<file path="src/rtl/flag_branch_evaluator_if.sv">
// Flag-commit, branch-request and branch-response signals between the ALU flag
// stage, the flag/branch evaluator and the branch/fetch control logic.
interface flag_branch_evaluator_if;
    logic       flags_valid;
    logic [3:0] alu_sel;
    logic       carry_in;
    logic       neg_in;
    logic       equal_in;
    logic       req_valid;
    logic       req_ready;
    logic [3:0] req_cond;
    logic       rsp_valid;
    logic       rsp_ready;
    logic       rsp_taken;
    logic       rsp_err;
    logic [2:0] flags_q;

    modport master (
        output flags_valid, alu_sel, carry_in, neg_in, equal_in,
        output req_valid, req_cond, rsp_ready,
        input  req_ready, rsp_valid, rsp_taken, rsp_err, flags_q
    );

    modport slave (
        input  flags_valid, alu_sel, carry_in, neg_in, equal_in,
        input  req_valid, req_cond, rsp_ready,
        output req_ready, rsp_valid, rsp_taken, rsp_err, flags_q
    );
endinterface

</file>
<file path="src/rtl/flag_branch_evaluator.sv">
// Persistent {C,N,Z} status register with selective update, and a branch condition
// evaluator behind a valid/ready request channel with a one-entry response slot.
module flag_branch_evaluator #(
    parameter bit FWD = 1'b1
) (
    input  logic                          clk,
    input  logic                          reset,
    flag_branch_evaluator_if.slave        bus
);
    typedef enum logic {EMPTY, FULL} slot_t;

    slot_t       slot_reg;
    logic [2:0]  flags_reg;
    logic [2:0]  flags_next;
    logic [2:0]  eff;
    logic        taken_reg;
    logic        err_reg;
    logic [15:0] cond_table;
    logic        rsp_valid_int;
    logic        req_ready_int;
    logic        accept;
    logic        drain;

    // Only the flags the committed op defines are written; the rest are kept.
    always_comb begin
        flags_next = flags_reg;
        if (bus.flags_valid) begin
            case (bus.alu_sel)
                4'd0: flags_next[2] = bus.carry_in;
                4'd1: begin
                    flags_next[1] = bus.neg_in;
                    flags_next[0] = bus.equal_in;
                end
                default: ;
            endcase
        end
    end

    assign eff = (FWD && bus.flags_valid) ? flags_next : flags_reg;

    function automatic logic cond_eval(input logic [3:0] cond, input logic [2:0] f);
        logic c, n, z;
        c = f[2];
        n = f[1];
        z = f[0];
        case (cond)
            4'd0:    return 1'b1;
            4'd1:    return z;
            4'd2:    return !z;
            4'd3:    return c;
            4'd4:    return !c;
            4'd5:    return n;
            4'd6:    return !n;
            4'd7:    return !z && !n;
            4'd8:    return z || n;
            default: return 1'b0;
        endcase
    endfunction

    for (genvar gi = 0; gi < 16; gi++) begin : g_cond
        assign cond_table[gi] = cond_eval(4'(gi), eff);
    end

    assign rsp_valid_int = (slot_reg == FULL);
    assign req_ready_int = !reset && (!rsp_valid_int || bus.rsp_ready)
                           && !(!FWD && bus.flags_valid);
    assign accept        = bus.req_valid && req_ready_int;
    assign drain         = rsp_valid_int && bus.rsp_ready;

    always_ff @(posedge clk) begin
        if (reset) begin
            slot_reg  <= EMPTY;
            flags_reg <= 3'b000;
            taken_reg <= 1'b0;
            err_reg   <= 1'b0;
        end else begin
            flags_reg <= flags_next;
            case (slot_reg)
                EMPTY: begin
                    if (accept) begin
                        slot_reg  <= FULL;
                        taken_reg <= cond_table[bus.req_cond];
                        err_reg   <= (bus.req_cond >= 4'd10);
                    end
                end
                FULL: begin
                    // An accept while full implies a same-cycle drain (req_ready needs rsp_ready).
                    if (accept) begin
                        taken_reg <= cond_table[bus.req_cond];
                        err_reg   <= (bus.req_cond >= 4'd10);
                    end else if (drain) begin
                        slot_reg <= EMPTY;
                    end
                end
                default: slot_reg <= EMPTY;
            endcase
        end
    end

    assign bus.req_ready = req_ready_int;
    assign bus.rsp_valid = rsp_valid_int;
    assign bus.rsp_taken = taken_reg;
    assign bus.rsp_err   = err_reg;
    assign bus.flags_q   = flags_reg;
endmodule

</file>
<file path="src/flat_wrapper.sv">
// flat-port wrapper written by rule: the top's interface ports become plain ports
module flag_branch_evaluator_flat 
#(
    parameter bit FWD = 1'b1
)
  (clk, reset, bus_flags_valid, bus_alu_sel, bus_carry_in, bus_neg_in, bus_equal_in, bus_req_valid, bus_req_cond, bus_rsp_ready, bus_req_ready, bus_rsp_valid, bus_rsp_taken, bus_rsp_err, bus_flags_q);
  flag_branch_evaluator_if bus_i ();
  input  logic clk;
  input  logic reset;
  input wire logic [$bits(bus_i.flags_valid)-1:0] bus_flags_valid;
  input wire logic [$bits(bus_i.alu_sel)-1:0] bus_alu_sel;
  input wire logic [$bits(bus_i.carry_in)-1:0] bus_carry_in;
  input wire logic [$bits(bus_i.neg_in)-1:0] bus_neg_in;
  input wire logic [$bits(bus_i.equal_in)-1:0] bus_equal_in;
  input wire logic [$bits(bus_i.req_valid)-1:0] bus_req_valid;
  input wire logic [$bits(bus_i.req_cond)-1:0] bus_req_cond;
  input wire logic [$bits(bus_i.rsp_ready)-1:0] bus_rsp_ready;
  output wire logic [$bits(bus_i.req_ready)-1:0] bus_req_ready;
  output wire logic [$bits(bus_i.rsp_valid)-1:0] bus_rsp_valid;
  output wire logic [$bits(bus_i.rsp_taken)-1:0] bus_rsp_taken;
  output wire logic [$bits(bus_i.rsp_err)-1:0] bus_rsp_err;
  output wire logic [$bits(bus_i.flags_q)-1:0] bus_flags_q;
  assign bus_i.flags_valid = bus_flags_valid;
  assign bus_i.alu_sel = bus_alu_sel;
  assign bus_i.carry_in = bus_carry_in;
  assign bus_i.neg_in = bus_neg_in;
  assign bus_i.equal_in = bus_equal_in;
  assign bus_i.req_valid = bus_req_valid;
  assign bus_i.req_cond = bus_req_cond;
  assign bus_i.rsp_ready = bus_rsp_ready;
  assign bus_req_ready = bus_i.req_ready;
  assign bus_rsp_valid = bus_i.rsp_valid;
  assign bus_rsp_taken = bus_i.rsp_taken;
  assign bus_rsp_err = bus_i.rsp_err;
  assign bus_flags_q = bus_i.flags_q;
  flag_branch_evaluator #(.FWD(FWD)) u_core (.clk(clk), .reset(reset), .bus(bus_i));
endmodule
</file>
<file path="config.mk">
export PLATFORM = sky130hd
export DESIGN_NAME = flag_branch_evaluator_flat
export DESIGN_NICKNAME = d
export VERILOG_FILES = /design/src/rtl/flag_branch_evaluator_if.sv /design/src/rtl/flag_branch_evaluator.sv /design/src/flat_wrapper.sv
export SDC_FILE = /design/constraint.sdc
export NUM_CORES = 1
export LEC_CHECK = 0
export CELL_PAD_IN_SITES_DETAIL_PLACEMENT = 0
export CELL_PAD_IN_SITES_GLOBAL_PLACEMENT = 2
export CORE_AREA = 2 2 51 53
export DETAILED_ROUTE_END_ITERATION = 10
export DIE_AREA = 0 0 53 55
export GPL_TIMING_DRIVEN = 0
export HOLD_SLACK_MARGIN = 0.06
export PLACE_DENSITY_LB_ADDON = 0.1
export SKIP_LAST_GASP = 1
export SLEW_MARGIN = 20
export SYNTH_ARGS = -nofsm -noshare
export SYNTH_HDL_FRONTEND = slang
export SYNTH_SLANG_ARGS = --single-unit
</file>
<file path="constraint.sdc">
create_clock -name clk -period 1.3 [get_ports clk]
set_input_delay 0.26 -clock clk [delete_from_list [all_inputs] [get_ports clk]]
set_output_delay 0.26 -clock clk [all_outputs]
set_load 0.005 [all_outputs]
</file>
* After elaboration in Yosys (flattened, before gate mapping)
Cells that the tools add are included.
Word-level totals: bits in registers 6, input bits 16, output and inout bits 7, logic and storage cells 32
Cells by class: $lt $le $gt $ge 2, equality and inequality tests 1, muxes and demuxes 12, bitwise operators 1, reductions and logical operators 12
Operators by type and width (count):
- $mux 1 | 7
- $mux 3 | 2
- $logic_not 1->1 | 5
- $lt 4x5->1 const B | 1
- $bmux 1 s4 | 1
- $eq 4x1->1 const B | 1
- $ge 4x4->1 const B | 1
- $logic_and 1x1->1 | 4
- $logic_not 4->1 | 1
- $logic_or 1x1->1 | 2
- $mux 2 | 1
- $pmux 1 s2 | 1
- $not 1->1 | 1

* Depth between registers and ports, before layout
Gate-level depths: netlist of the first run.
depth in word-level cells 9, depth in mapped cells 5, gate-level depth less buffers 5

* Least setup slack after synthesis of the first run
OpenSTA, ideal clock, no wires.
path kind register to register, from register u_core.slot_reg (netlist: u_core.bus.rsp_valid), to register u_core.taken_reg (netlist: u_core.bus.rsp_taken), setup time 84 ps, arrival time 1378 ps, required time 1216 ps, slack -163 ps, stages on the path, launching flop included 5, path buffers 0, period minus slack after synthesis 1463 ps, path through dfxtp_1 -> nor2b_1 -> or3b_2 -> a211o_1 -> o31ai_2
Between the ends: longest elaborated chain between the ends 4
RTL lines:
- start: declaration | line flag_branch_evaluator.sv:12 | slot_t slot_reg;
- start signal: assignment | line flag_branch_evaluator.sv:72 | slot_reg <= EMPTY;
- start signal: assignment | line flag_branch_evaluator.sv:81 | slot_reg <= FULL;
- start signal: assignment | line flag_branch_evaluator.sv:92 | slot_reg <= EMPTY;
- $logic_not 1->1 | line flag_branch_evaluator.sv:65 | assign req_ready_int = !reset && (!rsp_valid_int || bus.rsp_ready)
- $logic_or 1x1->1 | line flag_branch_evaluator.sv:65
- $logic_and 1x1->1 | line flag_branch_evaluator.sv:65
- $logic_and 1x1->1 | line flag_branch_evaluator.sv:67 | assign accept = bus.req_valid && req_ready_int;
- end signal: assignment | line flag_branch_evaluator.sv:82 | taken_reg <= cond_table[bus.req_cond];
- end signal: assignment | line flag_branch_evaluator.sv:89 | taken_reg <= cond_table[bus.req_cond];
- end: declaration | line flag_branch_evaluator.sv:16 | logic taken_reg;
Every way passes these cells. A chain may end at the register's enable or synchronous reset.

* Worst setup path in the final report of the first run
from input bus_req_cond[1], to register u_core.taken_reg (netlist: u_core.bus.rsp_taken)
Between the ends: longest elaborated chain between the ends 3
RTL lines:
- start: declaration | line flat_wrapper.sv:16 | input wire logic [$bits(bus_i.req_cond)-1:0] bus_req_cond;
- $bmux 1 s4 | line flag_branch_evaluator.sv:82, flag_branch_evaluator.sv:89
- $mux 1 (not written as such) | line flag_branch_evaluator.sv:82, flag_branch_evaluator.sv:89
- $mux 1 | line flag_branch_evaluator.sv:80, flag_branch_evaluator.sv:88
Every way passes these cells. The select of a mux whose other input is x is not followed.

==> metrics.md, run 1 <==
| Metric | Value |
|---|---|
| Sequential-to-total area share from yosys stat | 31.2% |
| Syn Nets | 59 |
| Outcome | complete, but fails checks |
| Worst slew pin tran | 345 ps |
| Final Setup Violations | 1 |
| H-tree levels | 1 |
| Layout cell share with drive strength beyond 1 | 33.8% |
| ANT nets after route | 0 |
| First-pass GRT wire length | between 1.5 and 2 mm |
| Die height | 55 um |
| Post-synthesis instance total | 43 |
| Critical Path RT | around 1500 ps |
| HPWL after detailed placement | 901 um |
| Synth cell types | 26 |
| Unrepaired setup endpoints after global routing | true |
| GP Congestion | approximately 0.7 |
| Via density | 4.42 |
| Vias in the first global route | 445 |
| Max-slew violation count | 0 |
| CP endpoint kind | flop |
| Setup CP Type | in -> reg |
| Area contributors post-synth | dfxtp_1, nor4b_4, nor2_1, o2111ai_1, a21boi_1 |
| Via count | around 450 |
| Synth async-reset ratio | 0% |
| Total CTS buffers | 3 |
| Synth top area share | a little under a third |
| CTS Sinks | 6 |
| #FFs+latches synth | 6 |
| Synth warnings | 0 |
| Max incr delay on CP | 630 ps |
| Relative slew margins | between 70% and 80% |
| Horiz. Die Dim | 53 um |
| Total grt overflow | 0 |
| Area Overhead vs Synth | 81.5% |
| Core ar. | 2360 sq um |
| Dpl cell area | 646 sq um |
| Worst path bufs/invs | 1 |
| DR iter-0 viols | 2 |
| Top achievable clock speed | around 700 MHz |
| Post-route cell area | 699 sq um |
| Root buf cell | clkbuf_4 |
| Layout Nets | 89 |
| Die area | 2920 sq um |
| Arrival @ worst endpoint | 1590 ps |
| Final worst-path cycle share | 110% |
| FF-to-FF setup slack | -100 ps |
| Syn Area/Cell | 8.96 sq um |
| CP max-delay cell | or4b_2 |
| Drt wl/cell | around 12 um |
| Violated checks | setup timing |
| EDFF count, synth | 0 |
| Register-to-Register Path Depth | 4 |
| Fillers | about 280 |
| Initial antenna violation count | 0 |
| Crit-path cells | dlygate4sd2_1 > or4b_2 > o31a_1 > o31ai_2 |
| Final Util | 29.6% |
| Row count | 18 |
| I/O pins | 23 |
| Hold EP | u_core.bus.rsp_valid |
| Peak supply drop | 0.000460 V |
| Worst reg2reg path startpoint | u_core.bus.rsp_valid |
| Bufs on Longest Clock Path | 2 |
| Ys flop type | dfxtp_1 |
| Overall routed net length | between 1 and 1.5 mm |
| Max Cap Violations | 0 |
| Cell taking the most area after synthesis | dfxtp_1 |
| Clock Latency Late Sink | 240 ps |
| Initial core utilization | 16.3% |
| Final worst setup slack | -136 ps |
| Worst Min Path Start | bus_req_valid |
| Final hold vios | 0 |
| CTS tree | yes |
| PwrDens | ~690 nW/um^2 |
| Worst Hold Depth | 3 |
| CTS Hold Bufs | 0 |
| Clk slew on worst S/H paths | 50 ps |
| Critical path fanouts, max | 8 |
| Tmin final | 1440 ps |
| Hold WC Path Type | in -> reg |
| Worst R2R End | u_core.bus.rsp_taken |
| Pin count of the biggest net entering global routing | 9 |
| CP delay by family, top | simple AND/OR/NAND/NOR gates |
| Final Skew | 2.56 ps |
| Total track usage | under 10% |
| Number of diodes | 0 |
| DR DRC count | 0 |
| Mapped Area | 385 sq um |
| Leakage | 0.298 nW |
| Most frequent cells in the layout | dlygate4sd2_1, nor2_1, dfxtp_1 |
| Commonest non-fill, non-tap cell in the layout | dlygate4sd2_1 |
| IO Port Bufs | 22 |
| Critical Path Source Type | primary input |
| First-pass DRT Iterations | 4 |
[worst max-delay path by stage]
stage | start | to | cells past startpoint
4_1_cts | bus_alu_sel[2] | u_core.bus.rsp_taken | 6
3_3_place_gp | bus_alu_sel[1] | u_core.bus.rsp_taken | 6
6_report | bus_req_cond[1] | u_core.bus.rsp_taken | 4
2_1_floorplan | bus_alu_sel[1] | u_core.bus.rsp_taken | 5
5_1_grt | bus_alu_sel[3] | u_core.bus.rsp_taken | 6
3_5_place_dp | bus_alu_sel[1] | u_core.bus.rsp_taken | 6
[worst register-to-register path: cells and delay by family (launching register included)]
family / cells / cell delay, ps
flip-flops: 1 / 310
AND/OR/NAND/NOR: 2 / 520
AO/OA/AOI/OAI: 2 / 480
[per-stage QoR]
stage | instances | hold slack [ps] | power [mW] | setup TNS (ps) | worst slack [ps]
2_1_floorplan | 43 | 329 | 0.233 | -89.3 | -89.3
3_3_place_gp | 95 | 453 | 0.317 | -2630 | -806
3_5_place_dp | 95 | 456 | 0.316 | -2490 | -745
4_1_cts | 100 | 414 | 0.488 | -155 | -155
5_1_grt | 101 | 458 | 0.509 | -205 | -195
6_report | 101 | 414 | 0.482 | -136 | -136
[where the power goes]
group,leakage (nW),internal (mW),switching (mW)
Sequential,0.0491,0.191,0.00324
Combinational,0.235,0.0672,0.0476
Clock,0.0138,0.104,0.0679
Total,0.298,0.363,0.119
[cell type report]
| class | count | area (sq um) | share of cell area, % |
|---|---|---|---|
| Inverter | 2 | 7.51 | 1.07 |
| Multi-Input combinational cell | 35 | 287 | 41.0 |
| Timing Repair Buffer | 25 | 224 | 32.0 |
| Tap cell | 30 | 37.5 | 5.37 |
| Clock buffer | 3 | 22.5 | 3.22 |
| Sequential cell | 6 | 121 | 17.4 |
[cell usage after synthesis (2+ instances only)]
library cell and count:
o2111ai_1 2, o21a_1 2, o211ai_1 2, nand2_1 3
inv_1 2, dfxtp_1 6, nor2_1 6, a21boi_1 2
[per-layer routing]
metal  part of all wire, %  track usage, %
met5                     0               0
met4                   1.0            5.13
met3                   6.4            2.15
met2                    47            15.2
met1                    46            10.8
[what timing repair did]
action	4_1_cts	5_1_grt
pin swaps	7	2
cloned	0	0
resized for setup	39	6
setup buffers	2	1
setup endpoints to repair	11	2
[cell families after synthesis]
kind of cell | after synthesis | share of synthesized area, %
AO/OA/AOI/OAI | 13 | 28.2
flip-flops | 6 | 31.2
buffers and inverters | 2 | 1.95
multiplexers | 1 | 2.60
AND/OR/NAND/NOR | 21 | 36.0
Power figures use the tool's default switching activity.
==> run 2, diff against run 1 <==
--- a/config.mk
+++ b/config.mk
@@ -12,6 +12,7 @@
 export DIE_AREA = 0 0 53 55
 export GPL_TIMING_DRIVEN = 0
 export HOLD_SLACK_MARGIN = 0.06
+export MAX_ROUTING_LAYER = met4
 export PLACE_DENSITY_LB_ADDON = 0.1
 export SKIP_LAST_GASP = 1
 export SLEW_MARGIN = 20
==> metrics.md, run 2 (synthesis gave the netlist of run 1 again) <==
| Metric | Value |
|---|---|
| First-pass DRT Iterations | 4 (unchanged) |
| Register-to-Register Path Depth | 4 (unchanged) |
| Final Setup Violations | 1 (unchanged) |
| Unrepaired setup endpoints after global routing | true |
| Clock Latency Late Sink | 240 ps (about the same) |
| Dpl cell area | 646 sq um (unchanged) |
| First-pass GRT wire length | 1.91 mm (unchanged) |
| Post-route cell area | 699 sq um (unchanged) |
| GP Congestion | 0.715 (+1.1%) |
| Layout Nets | 89 (unchanged) |
| Hold Slack | 414 ps (-0.00400 ps) |
| Critical path fanouts, max | 8 (unchanged) |
| TNS Setup | -136 ps (+0.00300 ps) |
| Violated checks | setup timing |
| Tmin final | 1440 ps (-0.00300 ps) |
| DR iter-0 viols | 2 (unchanged) |
| Initial core utilization | 16.3% (unchanged) |
| CP endpoint kind | flop |
| Horiz. Die Dim | 53 um (unchanged) |
| ANT nets after route | 0 (unchanged) |
| Max incr delay on CP | 630 ps (about the same) |
| Final worst setup slack | -136 ps (+0.00300 ps) |
| HPWL after detailed placement | 901 um (unchanged) |
| Via density | 4.42 (unchanged) |
| Worst Min Path Start | bus_req_valid |
| PwrDens | 689 nW/um^2 (about the same) |
| Top achievable clock speed | 696 MHz (about the same) |
| Via count | 446 (unchanged) |
| FF-to-FF setup slack | -100 ps (about the same) |
| Worst R2R End | u_core.bus.rsp_taken |
| Leakage | 0.298 nW (unchanged) |
| Setup WS pre-CTS | -745 ps (unchanged) |
| Arrival @ worst endpoint | 1590 ps (about the same) |
| IO Port Bufs | 22 (unchanged) |
| Bufs on Longest Clock Path | 2 (unchanged) |
| Worst reg2reg path startpoint | u_core.bus.rsp_valid |
| Relative slew margins | 76.9% (unchanged) |
| Clk slew on worst S/H paths | 50 ps (about the same) |
| Pin count of the biggest net entering global routing | 9 (unchanged) |
| Max-slew violation count | 0 (unchanged) |
| Fillers | 279 (unchanged) |
| Die height | 55 um (unchanged) |
| Peak supply drop | 0.000460 V (unchanged) |
| Layout cell share with drive strength beyond 1 | 33.8% (unchanged) |
| Max Cap Violations | 0 (unchanged) |
| Die area | 2920 sq um (unchanged) |
| Total track usage | 9.38% (+0.26 points) |
| Core ar. | 2360 sq um (unchanged) |
| CP max-delay cell | or4b_2 |
| Critical Path Source Type | primary input |
| Commonest non-fill, non-tap cell in the layout | dlygate4sd2_1 |
| Final hold vios | 0 (unchanged) |
| Vias in the first global route | 446 (+0.22%) |
| Final worst-path cycle share | 110% (about the same) |
| I/O pins | 23 (unchanged) |
| Area Overhead vs Synth | 81.5% (unchanged) |
| Outcome | complete, but fails checks |
| Initial antenna violation count | 0 (unchanged) |
| Register area | 121 sq um (unchanged) |
| Root buf cell | clkbuf_4 |
| Critical Path RT | 1460 ps (about the same) |
| Final Skew | 2.56 ps (-0.0000300 ps) |
| Row count | 18 (unchanged) |
| CTS Sinks | 6 (unchanged) |
| Most frequent cells in the layout | dlygate4sd2_1, nor2_1, dfxtp_1 |
| CTS tree | yes |
| Hold EP | u_core.bus.rsp_valid |
| Crit-path cells | dlygate4sd2_1 > or4b_2 > o31a_1 > o31ai_2 |
| DR DRC count | 0 (unchanged) |
| Hold WC Path Type | in -> reg |
| Worst slew pin tran | 345 ps (unchanged) |
| Setup CP Type | in -> reg |
| Total CTS buffers | 3 (unchanged) |
| CTS Hold Bufs | 0 (unchanged) |
| Overall routed net length | 1.21 mm (unchanged) |
| Final total power | 0.482 mW (about the same) |
| Number of diodes | 0 (unchanged) |
| H-tree levels | 1 (unchanged) |
| Worst Hold Depth | 3 (unchanged) |
| Total grt overflow | 0 (unchanged) |
| Multi-input gate area | 287 sq um (unchanged) |
| Drt wl/cell | 11.9 um (unchanged) |
[run 2: how the worst max path moves through the flow]
stage               startpoint  cells past startpoint              endpoint
6_report       bus_req_cond[1]                      4  u_core.bus.rsp_taken
5_1_grt         bus_alu_sel[3]                      6  u_core.bus.rsp_taken
4_1_cts         bus_alu_sel[2]                      6  u_core.bus.rsp_taken
3_5_place_dp    bus_alu_sel[1]                      6  u_core.bus.rsp_taken
3_3_place_gp    bus_alu_sel[1]                      6  u_core.bus.rsp_taken
2_1_floorplan   bus_alu_sel[1]                      5  u_core.bus.rsp_taken
[run 2: repair_timing]
item                                    in CTS  in global routing
endpoints found under the setup margin      11                  2
pin swaps                                    7                  2
buffers inserted                             2                  1
resized for setup                           39                  6
[run 2: critical path, delay by kind of cell]
kind	cells	cell delay, ps
and+or+nand+nor	1	630
buffers and inverters	1	320
AOI/OAI and AO/OA	2	380
[run 2: layer usage]
layer  part of all wire [%]  track usage, %  vias to the layer above
li1                       -               -                      220
met1                     46            10.8                      210
met2                     47            15.2                       14
met3                    6.4            2.15                        2
met4                    1.0            5.13                        0
met5                      0               -                        -
[run 2: metrics by stage]
| step | instances | util (%) |
|---|---|---|
| after detailed placement | 95 | 27.3 |
| after global placement | 95 | 27.3 |
| after CTS | 100 | 28.9 |
| after floorplan | 43 | - |
| final | 101 | 29.6 |
| after global routing | 101 | 29.6 |
[run 2: where the power goes]
group / internal [mW] / switching [mW] / total (mW)
combinational: 0.0672 / 0.0476 / 0.115
clock: 0.104 / 0.0679 / 0.172
sequential: 0.191 / 0.00324 / 0.195
[run 2: final cells by class]
| cell class | count | area share [%] |
|---|---|---|
| clock buffers | 3 | 3.22 |
| flip-flops and latches | 6 | 17.4 |
| well taps | 30 | 5.37 |
| repair buffers | 25 | 32.0 |
| inverters | 2 | 1.07 |
| multi-input cells | 35 | 41.0 |
